### config.mk
export PLATFORM = sky130hd
export DESIGN_NAME = hi_reader_sequencer_flat
export DESIGN_NICKNAME = d
export VERILOG_FILES = /design/src/rtl/hi_reader_sequencer_if.sv /design/src/rtl/hi_reader_sequencer.sv /design/src/flat_wrapper.sv
export SDC_FILE = /design/constraint.sdc
export NUM_CORES = 1
export LEC_CHECK = 0
export CAP_MARGIN = 20
export CORE_ASPECT_RATIO = 0.75
export CORE_MARGIN = 3
export CORE_UTILIZATION = 45
export CTS_CLUSTER_SIZE = 20
export DETAILED_ROUTE_END_ITERATION = 8
export GPL_ROUTABILITY_DRIVEN = 1
export PLACE_DENSITY = 0.75
export SLEW_MARGIN = 20
export SYNTH_ARGS = -nofsm -noshare
export SYNTH_HDL_FRONTEND = slang
export SYNTH_SLANG_ARGS = --single-unit
### constraint.sdc
create_clock -name ck_1356meg -period 3.9 [get_ports ck_1356meg]
set_input_delay 0.975 -clock ck_1356meg [delete_from_list [all_inputs] [get_ports ck_1356meg]]
set_output_delay 0.975 -clock ck_1356meg [all_outputs]
set_load 0.01 [all_outputs]
### src/rtl/hi_reader_sequencer_if.sv
// Bundle of command, configuration, report and status signals between the
// ARM-facing register block, the HF reader datapath and the sequencer.
interface hi_reader_sequencer_if #(
    parameter int CNT_W = 16
);
    logic             start;
    logic             abort;
    logic             cfg_shallow;
    logic             cfg_amp_rx;
    logic [1:0]       cfg_subcarrier;
    logic [CNT_W-1:0] cfg_tx_cycles;
    logic [CNT_W-1:0] cfg_guard_cycles;
    logic [CNT_W-1:0] cfg_timeout_cycles;
    logic [7:0]       cfg_threshold;
    logic [3:0]       cfg_quiet_reports;
    logic [7:0]       corr_amp;
    logic             corr_valid;
    logic [3:0]       minor_mode;
    logic [1:0]       subcarrier_frequency;
    logic             busy;
    logic             rx_gate;
    logic             done;
    logic             status_tag_seen;
    logic             status_timeout;

    // Controller side: issues commands/config, supplies reports, reads status.
    modport master (
        output start, abort, cfg_shallow, cfg_amp_rx, cfg_subcarrier,
               cfg_tx_cycles, cfg_guard_cycles, cfg_timeout_cycles,
               cfg_threshold, cfg_quiet_reports, corr_amp, corr_valid,
        input  minor_mode, subcarrier_frequency, busy, rx_gate, done,
               status_tag_seen, status_timeout
    );

    // Sequencer side.
    modport slave (
        input  start, abort, cfg_shallow, cfg_amp_rx, cfg_subcarrier,
               cfg_tx_cycles, cfg_guard_cycles, cfg_timeout_cycles,
               cfg_threshold, cfg_quiet_reports, corr_amp, corr_valid,
        output minor_mode, subcarrier_frequency, busy, rx_gate, done,
               status_tag_seen, status_timeout
    );
endinterface

### src/rtl/hi_reader_sequencer.sv
// HF reader transaction sequencer: walks TX -> GUARD -> RX (-> RESP) and back
// to IDLE, steering the datapath minor_mode and watching amplitude reports
// for a tag response. All logic runs on the falling edge of the carrier clock
// so it lines up with the datapath's own sampling.
module hi_reader_sequencer #(
    parameter logic [3:0] MODE_RECEIVE_IQ        = 4'd0,
    parameter logic [3:0] MODE_RECEIVE_AMPLITUDE = 4'd1,
    parameter logic [3:0] MODE_SEND_FULL_MOD     = 4'd3,
    parameter logic [3:0] MODE_SEND_SHALLOW_MOD  = 4'd4,
    parameter int         CNT_W                  = 16
) (
    input logic                   ck_1356meg,
    input logic                   reset,
    hi_reader_sequencer_if.slave  bus
);

    typedef enum logic [2:0] {
        ST_IDLE  = 3'd0,
        ST_TX    = 3'd1,
        ST_GUARD = 3'd2,
        ST_RX    = 3'd3,
        ST_RESP  = 3'd4
    } state_t;

    // Zero-length phases still last one cycle.
    function automatic logic [CNT_W-1:0] eff_len(input logic [CNT_W-1:0] len);
        eff_len = (len == {CNT_W{1'b0}}) ? {{(CNT_W-1){1'b0}}, 1'b1} : len;
    endfunction

    function automatic logic [3:0] eff_quiet(input logic [3:0] len);
        eff_quiet = (len == 4'd0) ? 4'd1 : len;
    endfunction

    // Counters hold at all-ones instead of wrapping.
    function automatic logic [CNT_W-1:0] sat_inc(input logic [CNT_W-1:0] v);
        sat_inc = (v == {CNT_W{1'b1}}) ? v : v + {{(CNT_W-1){1'b0}}, 1'b1};
    endfunction

    function automatic logic [3:0] sat_inc4(input logic [3:0] v);
        sat_inc4 = (v == 4'hF) ? v : v + 4'd1;
    endfunction

    state_t           state_r;
    state_t           state_next_s;
    logic [CNT_W-1:0] cnt_r;
    logic [CNT_W-1:0] cnt_next_s;
    logic [3:0]       quiet_r;
    logic [3:0]       quiet_next_s;
    logic             latch_s;
    logic             set_tag_s;
    logic             set_timeout_s;
    logic             shallow_eff_s;
    logic             amp_rx_eff_s;

    logic             shallow_r;
    logic             amp_rx_r;
    logic [1:0]       subcarrier_r;
    logic [CNT_W-1:0] tx_len_r;
    logic [CNT_W-1:0] guard_len_r;
    logic [CNT_W-1:0] timeout_len_r;
    logic [7:0]       threshold_r;
    logic [3:0]       quiet_len_r;

    logic [3:0]       minor_mode_r;
    logic             busy_r;
    logic             rx_gate_r;
    logic             done_r;
    logic             tag_seen_r;
    logic             timeout_flag_r;

    // Mode presented to the datapath while a given state is active.
    function automatic logic [3:0] mode_for(input state_t st, input logic shallow,
                                            input logic amp_rx);
        case (st)
            ST_TX:                    mode_for = shallow ? MODE_SEND_SHALLOW_MOD : MODE_SEND_FULL_MOD;
            ST_GUARD, ST_RX, ST_RESP: mode_for = amp_rx ? MODE_RECEIVE_AMPLITUDE : MODE_RECEIVE_IQ;
            default:                  mode_for = MODE_RECEIVE_IQ;
        endcase
    endfunction

    // Next-state, counter and status-event decode; abort always wins.
    always_comb begin
        state_next_s  = state_r;
        cnt_next_s    = cnt_r;
        quiet_next_s  = quiet_r;
        latch_s       = 1'b0;
        set_tag_s     = 1'b0;
        set_timeout_s = 1'b0;
        case (state_r)
            ST_IDLE: begin
                if (bus.start && !bus.abort) begin
                    state_next_s = ST_TX;
                    cnt_next_s   = {CNT_W{1'b0}};
                    quiet_next_s = 4'd0;
                    latch_s      = 1'b1;
                end else begin
                    state_next_s = ST_IDLE;
                end
            end
            ST_TX: begin
                if (bus.abort) begin
                    state_next_s = ST_IDLE;
                    cnt_next_s   = {CNT_W{1'b0}};
                end else if (sat_inc(cnt_r) >= eff_len(tx_len_r)) begin
                    state_next_s = ST_GUARD;
                    cnt_next_s   = {CNT_W{1'b0}};
                end else begin
                    cnt_next_s   = sat_inc(cnt_r);
                end
            end
            ST_GUARD: begin
                if (bus.abort) begin
                    state_next_s = ST_IDLE;
                    cnt_next_s   = {CNT_W{1'b0}};
                end else if (sat_inc(cnt_r) >= eff_len(guard_len_r)) begin
                    state_next_s = ST_RX;
                    cnt_next_s   = {CNT_W{1'b0}};
                end else begin
                    cnt_next_s   = sat_inc(cnt_r);
                end
            end
            ST_RX: begin
                if (bus.abort) begin
                    state_next_s = ST_IDLE;
                    cnt_next_s   = {CNT_W{1'b0}};
                end else if (bus.corr_valid && (bus.corr_amp >= threshold_r)) begin
                    state_next_s = ST_RESP;
                    cnt_next_s   = {CNT_W{1'b0}};
                    quiet_next_s = 4'd0;
                    set_tag_s    = 1'b1;
                end else if (sat_inc(cnt_r) >= eff_len(timeout_len_r)) begin
                    state_next_s  = ST_IDLE;
                    cnt_next_s    = {CNT_W{1'b0}};
                    set_timeout_s = 1'b1;
                end else begin
                    cnt_next_s    = sat_inc(cnt_r);
                end
            end
            ST_RESP: begin
                if (bus.abort) begin
                    state_next_s = ST_IDLE;
                    quiet_next_s = 4'd0;
                end else if (bus.corr_valid) begin
                    if (bus.corr_amp >= threshold_r) begin
                        quiet_next_s = 4'd0;
                    end else if (sat_inc4(quiet_r) >= eff_quiet(quiet_len_r)) begin
                        state_next_s = ST_IDLE;
                        quiet_next_s = 4'd0;
                    end else begin
                        quiet_next_s = sat_inc4(quiet_r);
                    end
                end else begin
                    quiet_next_s = quiet_r;
                end
            end
            default: begin
                state_next_s = ST_IDLE;
                cnt_next_s   = {CNT_W{1'b0}};
                quiet_next_s = 4'd0;
            end
        endcase
    end

    // On the start edge the mode must come from the live cfg, not the old latch.
    always_comb begin
        if (latch_s) begin
            shallow_eff_s = bus.cfg_shallow;
            amp_rx_eff_s  = bus.cfg_amp_rx;
        end else begin
            shallow_eff_s = shallow_r;
            amp_rx_eff_s  = amp_rx_r;
        end
    end

    // State and phase counters.
    always_ff @(negedge ck_1356meg) begin
        if (reset) begin
            state_r <= ST_IDLE;
            cnt_r   <= {CNT_W{1'b0}};
            quiet_r <= 4'd0;
        end else begin
            state_r <= state_next_s;
            cnt_r   <= cnt_next_s;
            quiet_r <= quiet_next_s;
        end
    end

    // Transaction configuration, captured once at start.
    always_ff @(negedge ck_1356meg) begin
        if (reset) begin
            shallow_r     <= 1'b0;
            amp_rx_r      <= 1'b0;
            subcarrier_r  <= 2'b00;
            tx_len_r      <= {CNT_W{1'b0}};
            guard_len_r   <= {CNT_W{1'b0}};
            timeout_len_r <= {CNT_W{1'b0}};
            threshold_r   <= 8'd0;
            quiet_len_r   <= 4'd0;
        end else if (latch_s) begin
            shallow_r     <= bus.cfg_shallow;
            amp_rx_r      <= bus.cfg_amp_rx;
            subcarrier_r  <= bus.cfg_subcarrier;
            tx_len_r      <= bus.cfg_tx_cycles;
            guard_len_r   <= bus.cfg_guard_cycles;
            timeout_len_r <= bus.cfg_timeout_cycles;
            threshold_r   <= bus.cfg_threshold;
            quiet_len_r   <= bus.cfg_quiet_reports;
        end else begin
            shallow_r     <= shallow_r;
        end
    end

    // Registered outputs derived from the state being entered.
    always_ff @(negedge ck_1356meg) begin
        if (reset) begin
            minor_mode_r <= MODE_RECEIVE_IQ;
            busy_r       <= 1'b0;
            rx_gate_r    <= 1'b0;
            done_r       <= 1'b0;
        end else begin
            minor_mode_r <= mode_for(state_next_s, shallow_eff_s, amp_rx_eff_s);
            busy_r       <= (state_next_s != ST_IDLE);
            rx_gate_r    <= (state_next_s == ST_RX) || (state_next_s == ST_RESP);
            done_r       <= (state_r != ST_IDLE) && (state_next_s == ST_IDLE);
        end
    end

    // Sticky per-transaction status, cleared when a new transaction starts.
    always_ff @(negedge ck_1356meg) begin
        if (reset) begin
            tag_seen_r     <= 1'b0;
            timeout_flag_r <= 1'b0;
        end else if (latch_s) begin
            tag_seen_r     <= 1'b0;
            timeout_flag_r <= 1'b0;
        end else begin
            tag_seen_r     <= tag_seen_r | set_tag_s;
            timeout_flag_r <= timeout_flag_r | set_timeout_s;
        end
    end

    assign bus.minor_mode           = minor_mode_r;
    assign bus.subcarrier_frequency = subcarrier_r;
    assign bus.busy                 = busy_r;
    assign bus.rx_gate              = rx_gate_r;
    assign bus.done                 = done_r;
    assign bus.status_tag_seen      = tag_seen_r;
    assign bus.status_timeout       = timeout_flag_r;

endmodule
### src/flat_wrapper.sv
// flat-port wrapper written by rule: the top's interface ports become plain ports
module hi_reader_sequencer_flat 
#(
    parameter logic [3:0] MODE_RECEIVE_IQ        = 4'd0,
    parameter logic [3:0] MODE_RECEIVE_AMPLITUDE = 4'd1,
    parameter logic [3:0] MODE_SEND_FULL_MOD     = 4'd3,
    parameter logic [3:0] MODE_SEND_SHALLOW_MOD  = 4'd4,
    parameter int         CNT_W                  = 16
)
  (ck_1356meg, reset, bus_start, bus_abort, bus_cfg_shallow, bus_cfg_amp_rx, bus_cfg_subcarrier, bus_cfg_tx_cycles, bus_cfg_guard_cycles, bus_cfg_timeout_cycles, bus_cfg_threshold, bus_cfg_quiet_reports, bus_corr_amp, bus_corr_valid, bus_minor_mode, bus_subcarrier_frequency, bus_busy, bus_rx_gate, bus_done, bus_status_tag_seen, bus_status_timeout);
  hi_reader_sequencer_if #(.CNT_W(CNT_W)) bus_i ();
  input logic ck_1356meg;
  input logic reset;
  input wire logic [$bits(bus_i.start)-1:0] bus_start;
  input wire logic [$bits(bus_i.abort)-1:0] bus_abort;
  input wire logic [$bits(bus_i.cfg_shallow)-1:0] bus_cfg_shallow;
  input wire logic [$bits(bus_i.cfg_amp_rx)-1:0] bus_cfg_amp_rx;
  input wire logic [$bits(bus_i.cfg_subcarrier)-1:0] bus_cfg_subcarrier;
  input wire logic [$bits(bus_i.cfg_tx_cycles)-1:0] bus_cfg_tx_cycles;
  input wire logic [$bits(bus_i.cfg_guard_cycles)-1:0] bus_cfg_guard_cycles;
  input wire logic [$bits(bus_i.cfg_timeout_cycles)-1:0] bus_cfg_timeout_cycles;
  input wire logic [$bits(bus_i.cfg_threshold)-1:0] bus_cfg_threshold;
  input wire logic [$bits(bus_i.cfg_quiet_reports)-1:0] bus_cfg_quiet_reports;
  input wire logic [$bits(bus_i.corr_amp)-1:0] bus_corr_amp;
  input wire logic [$bits(bus_i.corr_valid)-1:0] bus_corr_valid;
  output wire logic [$bits(bus_i.minor_mode)-1:0] bus_minor_mode;
  output wire logic [$bits(bus_i.subcarrier_frequency)-1:0] bus_subcarrier_frequency;
  output wire logic [$bits(bus_i.busy)-1:0] bus_busy;
  output wire logic [$bits(bus_i.rx_gate)-1:0] bus_rx_gate;
  output wire logic [$bits(bus_i.done)-1:0] bus_done;
  output wire logic [$bits(bus_i.status_tag_seen)-1:0] bus_status_tag_seen;
  output wire logic [$bits(bus_i.status_timeout)-1:0] bus_status_timeout;
  assign bus_i.start = bus_start;
  assign bus_i.abort = bus_abort;
  assign bus_i.cfg_shallow = bus_cfg_shallow;
  assign bus_i.cfg_amp_rx = bus_cfg_amp_rx;
  assign bus_i.cfg_subcarrier = bus_cfg_subcarrier;
  assign bus_i.cfg_tx_cycles = bus_cfg_tx_cycles;
  assign bus_i.cfg_guard_cycles = bus_cfg_guard_cycles;
  assign bus_i.cfg_timeout_cycles = bus_cfg_timeout_cycles;
  assign bus_i.cfg_threshold = bus_cfg_threshold;
  assign bus_i.cfg_quiet_reports = bus_cfg_quiet_reports;
  assign bus_i.corr_amp = bus_corr_amp;
  assign bus_i.corr_valid = bus_corr_valid;
  assign bus_minor_mode = bus_i.minor_mode;
  assign bus_subcarrier_frequency = bus_i.subcarrier_frequency;
  assign bus_busy = bus_i.busy;
  assign bus_rx_gate = bus_i.rx_gate;
  assign bus_done = bus_i.done;
  assign bus_status_tag_seen = bus_i.status_tag_seen;
  assign bus_status_timeout = bus_i.status_timeout;
  hi_reader_sequencer #(.MODE_RECEIVE_IQ(MODE_RECEIVE_IQ), .MODE_RECEIVE_AMPLITUDE(MODE_RECEIVE_AMPLITUDE), .MODE_SEND_FULL_MOD(MODE_SEND_FULL_MOD), .MODE_SEND_SHALLOW_MOD(MODE_SEND_SHALLOW_MOD), .CNT_W(CNT_W)) u_core (.ck_1356meg(ck_1356meg), .reset(reset), .bus(bus_i));
endmodule
Word level (Yosys, flattened, before mapping)
Cells that the tools add are included.

storage, ports and cells
  output and inout bits = 11
  word-level logic and storage cells = 110
  register bits = 96
  bits of input ports = 77

cells by class
  multiplexer cells = 50
  equality and inequality tests = 14
  magnitude comparators = 5
  add/sub/neg operators = 2
  bitwise gates (word level) = 4
  reductions and logical operators = 18

operators by type and width
  operator               number
  $mux 16                12
  $pmux 16 s5            1
  $ge 16x16->1           3
  $logic_not 16->1       3
  $mux 3                 12
  $mux 4                 9
  $add 16x1->16 const B  1
  $eq 16x16->1 const B   1
  $pmux 4 s4             1
  $pmux 3 s5             1
  $mux 1                 13
  $eq 3x2->1 const B     4
  $ge 8x8->1             1
  $pmux 4 s2             1
  $eq 3x1->1 const B     2
  $eq 3x3->1 const B     2
  $logic_not 3->1        2
  $reduce_bool 3->1      2
  $reduce_and 5->1       1
  $add 4x1->4 const B    1
  $eq 4x4->1 const B     1
  $ge 4x4->1             1
  $logic_not 4->1        1
  $ne 2x1->1 const B     2
  other kinds (10)       15

Logic depth before layout (Yosys ltp)
  depth in word-level cells = 11
  mapped depth = 17
  gate-level depth less buffers = 16

==> impl_metrics.py <==
metrics = {
    "setup_path": {
        "r2r_end": "u_core.bus.minor_mode[0]",
        "cp.arrival_ns": 2.84,
        "worstReg2RegStart": "u_core.cnt_r[1]",
        "worst-path-max-fanout": 5,
        "crit_path_end_kind": "flop",
        "criticalPathCategory": "in -> reg",
        "rrSetupSlack_ns": -0.10,
        "cp-start-kind": "input pin",
        "worstRegToRegCells": 14,
        "setup.worst_path.start": "bus_corr_amp[6]",
        "critical_path_required_ns": 2.31,
    },
    "clocking": {
        "cts_tree": "built",
        "clock_latency_ns": 0.44,
        "cts-htree-levels": 3,
        "path_clk_slew_ns": 0.05,
        "hold_buffers": 0,
        "clock-sinks": 95,
        "clock_tree.root_cell": "clkbuf_16",
        "cts_buffer_depth": 2,
        "numCtsBuffers": 9,
    },
    "logic_synthesis": {
        "synth-seq-area-share_pct": 34.7,
        "syn-num-nets": 842,
        "synth-seq-cells": 95,
        "asyncSetResetFlopFracSynth_pct": 0,
        "synth_cell_type_count": 58,
        "syn-instance-count": 709,
        "avgSynthCellArea_um2": 7.73,
        "synth_area_mm2": 0.00548,
        "synth_edf_count": 0,
        "yosys_warnings": 0,
        "synth_flop_cell": "dfxtp_1",
    },
    "run_status": {
        "status": "complete, but fails checks",
        "violations": "setup timing",
    },
    "routing": {
        "drt_iter0_markers": 515,
        "routed_wl_mm": 19.1,
        "drt-wirelength-per-cell_um": 17.4,
        "drt-pass1-iter-count": 7,
        "routed_via_density": 5.55,
        "dr_total_vias": 6091,
        "drc_errors": 0,
        "ant_nets": 0,
    },
    "die": {
        "core_mm2": 0.0117,
        "pin_count": 88,
        "die-area_mm2": 0.0136,
        "die_y_um": 102,
        "start_util_pct": 46.7,
        "die-width_um": 133,
        "num_rows": 34,
    },
    "cells_and_area": {
        "syn_to_final_growth_pct": 47.8,
        "register_area_mm2": 0.00190,
        "layoutNonFillerInstCount": 1098,
        "design_area_mm2": 0.00810,
        "multi_input_area_mm2": 0.00361,
        "fillers": 887,
        "layout-drive-gt1-share_pct": 18.1,
        "nNetsFinal": 1065,
        "antennaDiodeCount": 0,
    },
    "power_and_ir_drop": {
        "peakVddDrop_uv": 286,
        "power_density_mw_per_mm2": 352,
        "power_mw": 2.85,
        "p_leak_nw": 3.63,
    },
    "sta": {
        "skew_ns": 0.0332,
        "slew-limit-headroom_pct": 47.9,
        "tns_ns": -14.44,
        "rsz0062_at_grt": "true",
        "slew_viol_final": 0,
        "layout_setup_ws_ns": -0.529,
        "hold_violations": 0,
        "worst_pin_slew_ns": 0.775,
        "setup_violations": 76,
    },
    "placed_design": {
        "dp_cells": 969,
        "dpl-instance-area_mm2": 0.00688,
        "numPortBuffers": 86,
        "hpwl_mm": 11.6,
        "gp_congestion": 0.885,
    },
    "global_routing": {
        "grt_pass1_wl_mm": 29.2,
        "antenna_found_initial": 0,
        "grt_max_degree": 55,
        "grtUsageTotal_pct": 27.2,
        "grt_overflow": 0,
        "first_global_vias": 6225,
    },
    "min_path": {
        "min_path_cells": 2,
        "hold_end": "u_core.bus.subcarrier_frequency[1]",
        "min_path_type": "reg -> reg",
        "min_from": "u_core.bus.subcarrier_frequency[1]",
    },
    "job": {
        "drv_cap": 0,
    },
}
## synth_stat cells, types with 7 or more instances
cell | n | area (um2)
nor3_1 | 16 | 80.1
nor2_1 | 22 | 82.6
o21ai_1 | 14 | 70.1
a21o_1 | 7 | 52.6
nand2_1 | 159 | 597
o21ai_0 | 9 | 45.0
and4_1 | 9 | 78.8
nand3_1 | 12 | 60.1
a21oi_1 | 103 | 515
nor2b_1 | 8 | 50.1
clkbuf_1 | 27 | 101
nand2b_1 | 10 | 62.6
ha_1 | 56 | 701
inv_1 | 59 | 221
xnor2_1 | 9 | 78.8
nor4_1 | 9 | 56.3
dfxtp_1 | 95 | 1900
## registers in the layout (all words and copies together) (netlist names), 2 cells and up
register                         flops
u_core.bus.minor_mode                3
u_core.bus.subcarrier_frequency      2
u_core.cnt_r                        16
u_core.guard_len_r                  16
u_core.quiet_len_r                   4
u_core.quiet_r                       4
u_core.state_r                       3
u_core.threshold_r                   8
u_core.timeout_len_r                16
u_core.tx_len_r                     16
## worst max-delay path, stage by stage
cell and delay [ns]:
dlygate4sd2_1 0.25, ha_2 0.33, o21a_1 0.12, a21oi_2 0.06, buf_6 0.14, buf_6 0.12, nor3_4 0.11, o21ai_2 0.09
or4b_4 0.50, a21oi_2 0.13
## routing by layer
layer  vias to the layer above  wire length [um]  track usage (%)
met5                         -                 0                0
met4                         0               515             12.8
met3                        54              1670             9.19
met2                       317              9200             45.2
met1                      2824              7740             32.1
li1                       2896                 -                -
## cell usage in the layout (no fill, tap or decap), drive strengths merged, types with 7 or more instances in the layout
cell and count:
buf 72, a21o 7, nand2b 10, and4 9
nor3 16, nor4 9, nor2 22, nand3 12
nand4 7, a21oi 103, inv 157, nand2 159
dfxtp 95, nor2b 8, ha 56, clkdlybuf4s50 65
o21ai 24, clkbuf 18, xnor2 9
## cell families (layout without fill, tap and decap cells)
| logic type | after synthesis | in the layout | share of synthesized area [%] |
|---|---|---|---|
| AND/OR/NAND/NOR | 267 | 267 | 22.6 |
| other | 1 | 1 | 0.0684 |
| flip-flops | 95 | 95 | 34.7 |
| multiplexers | 8 | 8 | 1.51 |
| AO/OA/AOI/OAI | 176 | 176 | 19.4 |
| buffers and inverters | 90 | 317 | 6.28 |
| adder cells (fa/ha/maj) | 59 | 59 | 13.4 |
| XOR/XNOR | 13 | 13 | 2.08 |
## worst max-delay path by stage
stage,endpoint,cells past startpoint
2_1_floorplan,u_core.bus.minor_mode[0],9
3_3_place_gp,u_core.bus.minor_mode[0],10
3_5_place_dp,u_core.quiet_r[0],10
4_1_cts,u_core.quiet_r[0],10
5_1_grt,u_core.quiet_r[2],13
6_report,u_core.quiet_r[0],10
## power by group
group | total [mW] | internal [mW] | leakage [nW] | switching, mW
registers | 1.05 | 1.02 | 0.773 | 0.0319
logic | 0.489 | 0.252 | 2.21 | 0.236
clock network | 1.32 | 0.628 | 0.654 | 0.687
total | 2.85 | 1.90 | 3.63 | 0.956
## what timing repair did
| item | CTS | global route |
|---|---|---|
| setup buffers | 16 | 4 |
| gates cloned | 4 | 3 |
| setup endpoints to repair | 105 | 100 |
| gates resized for setup | 115 | 50 |
| pin swaps | 38 | 31 |
## final cells by class
class / count / share of cell area [%]
clock buffer: 9 / 2.78
clock inverter: 101 / 5.22
inverter: 58 / 2.72
multi-input combinational: 524 / 44.6
sequential: 95 / 23.5
tap: 162 / 2.50
timing repair buffer: 149 / 18.7
## through the flow
stage / util, % / hold slack (ns) / setup slack, ns
2_1_floorplan: - / 0.436 / -0.732
3_3_place_gp: 58.6 / 0.446 / -1.38
3_5_place_dp: 58.6 / 0.451 / -1.45
4_1_cts: 68.0 / 0.455 / -0.552
5_1_grt: 69.0 / 0.482 / -0.606
6_report: 69.0 / 0.455 / -0.529
No activity file was read; power rests on OpenSTA's default activity.
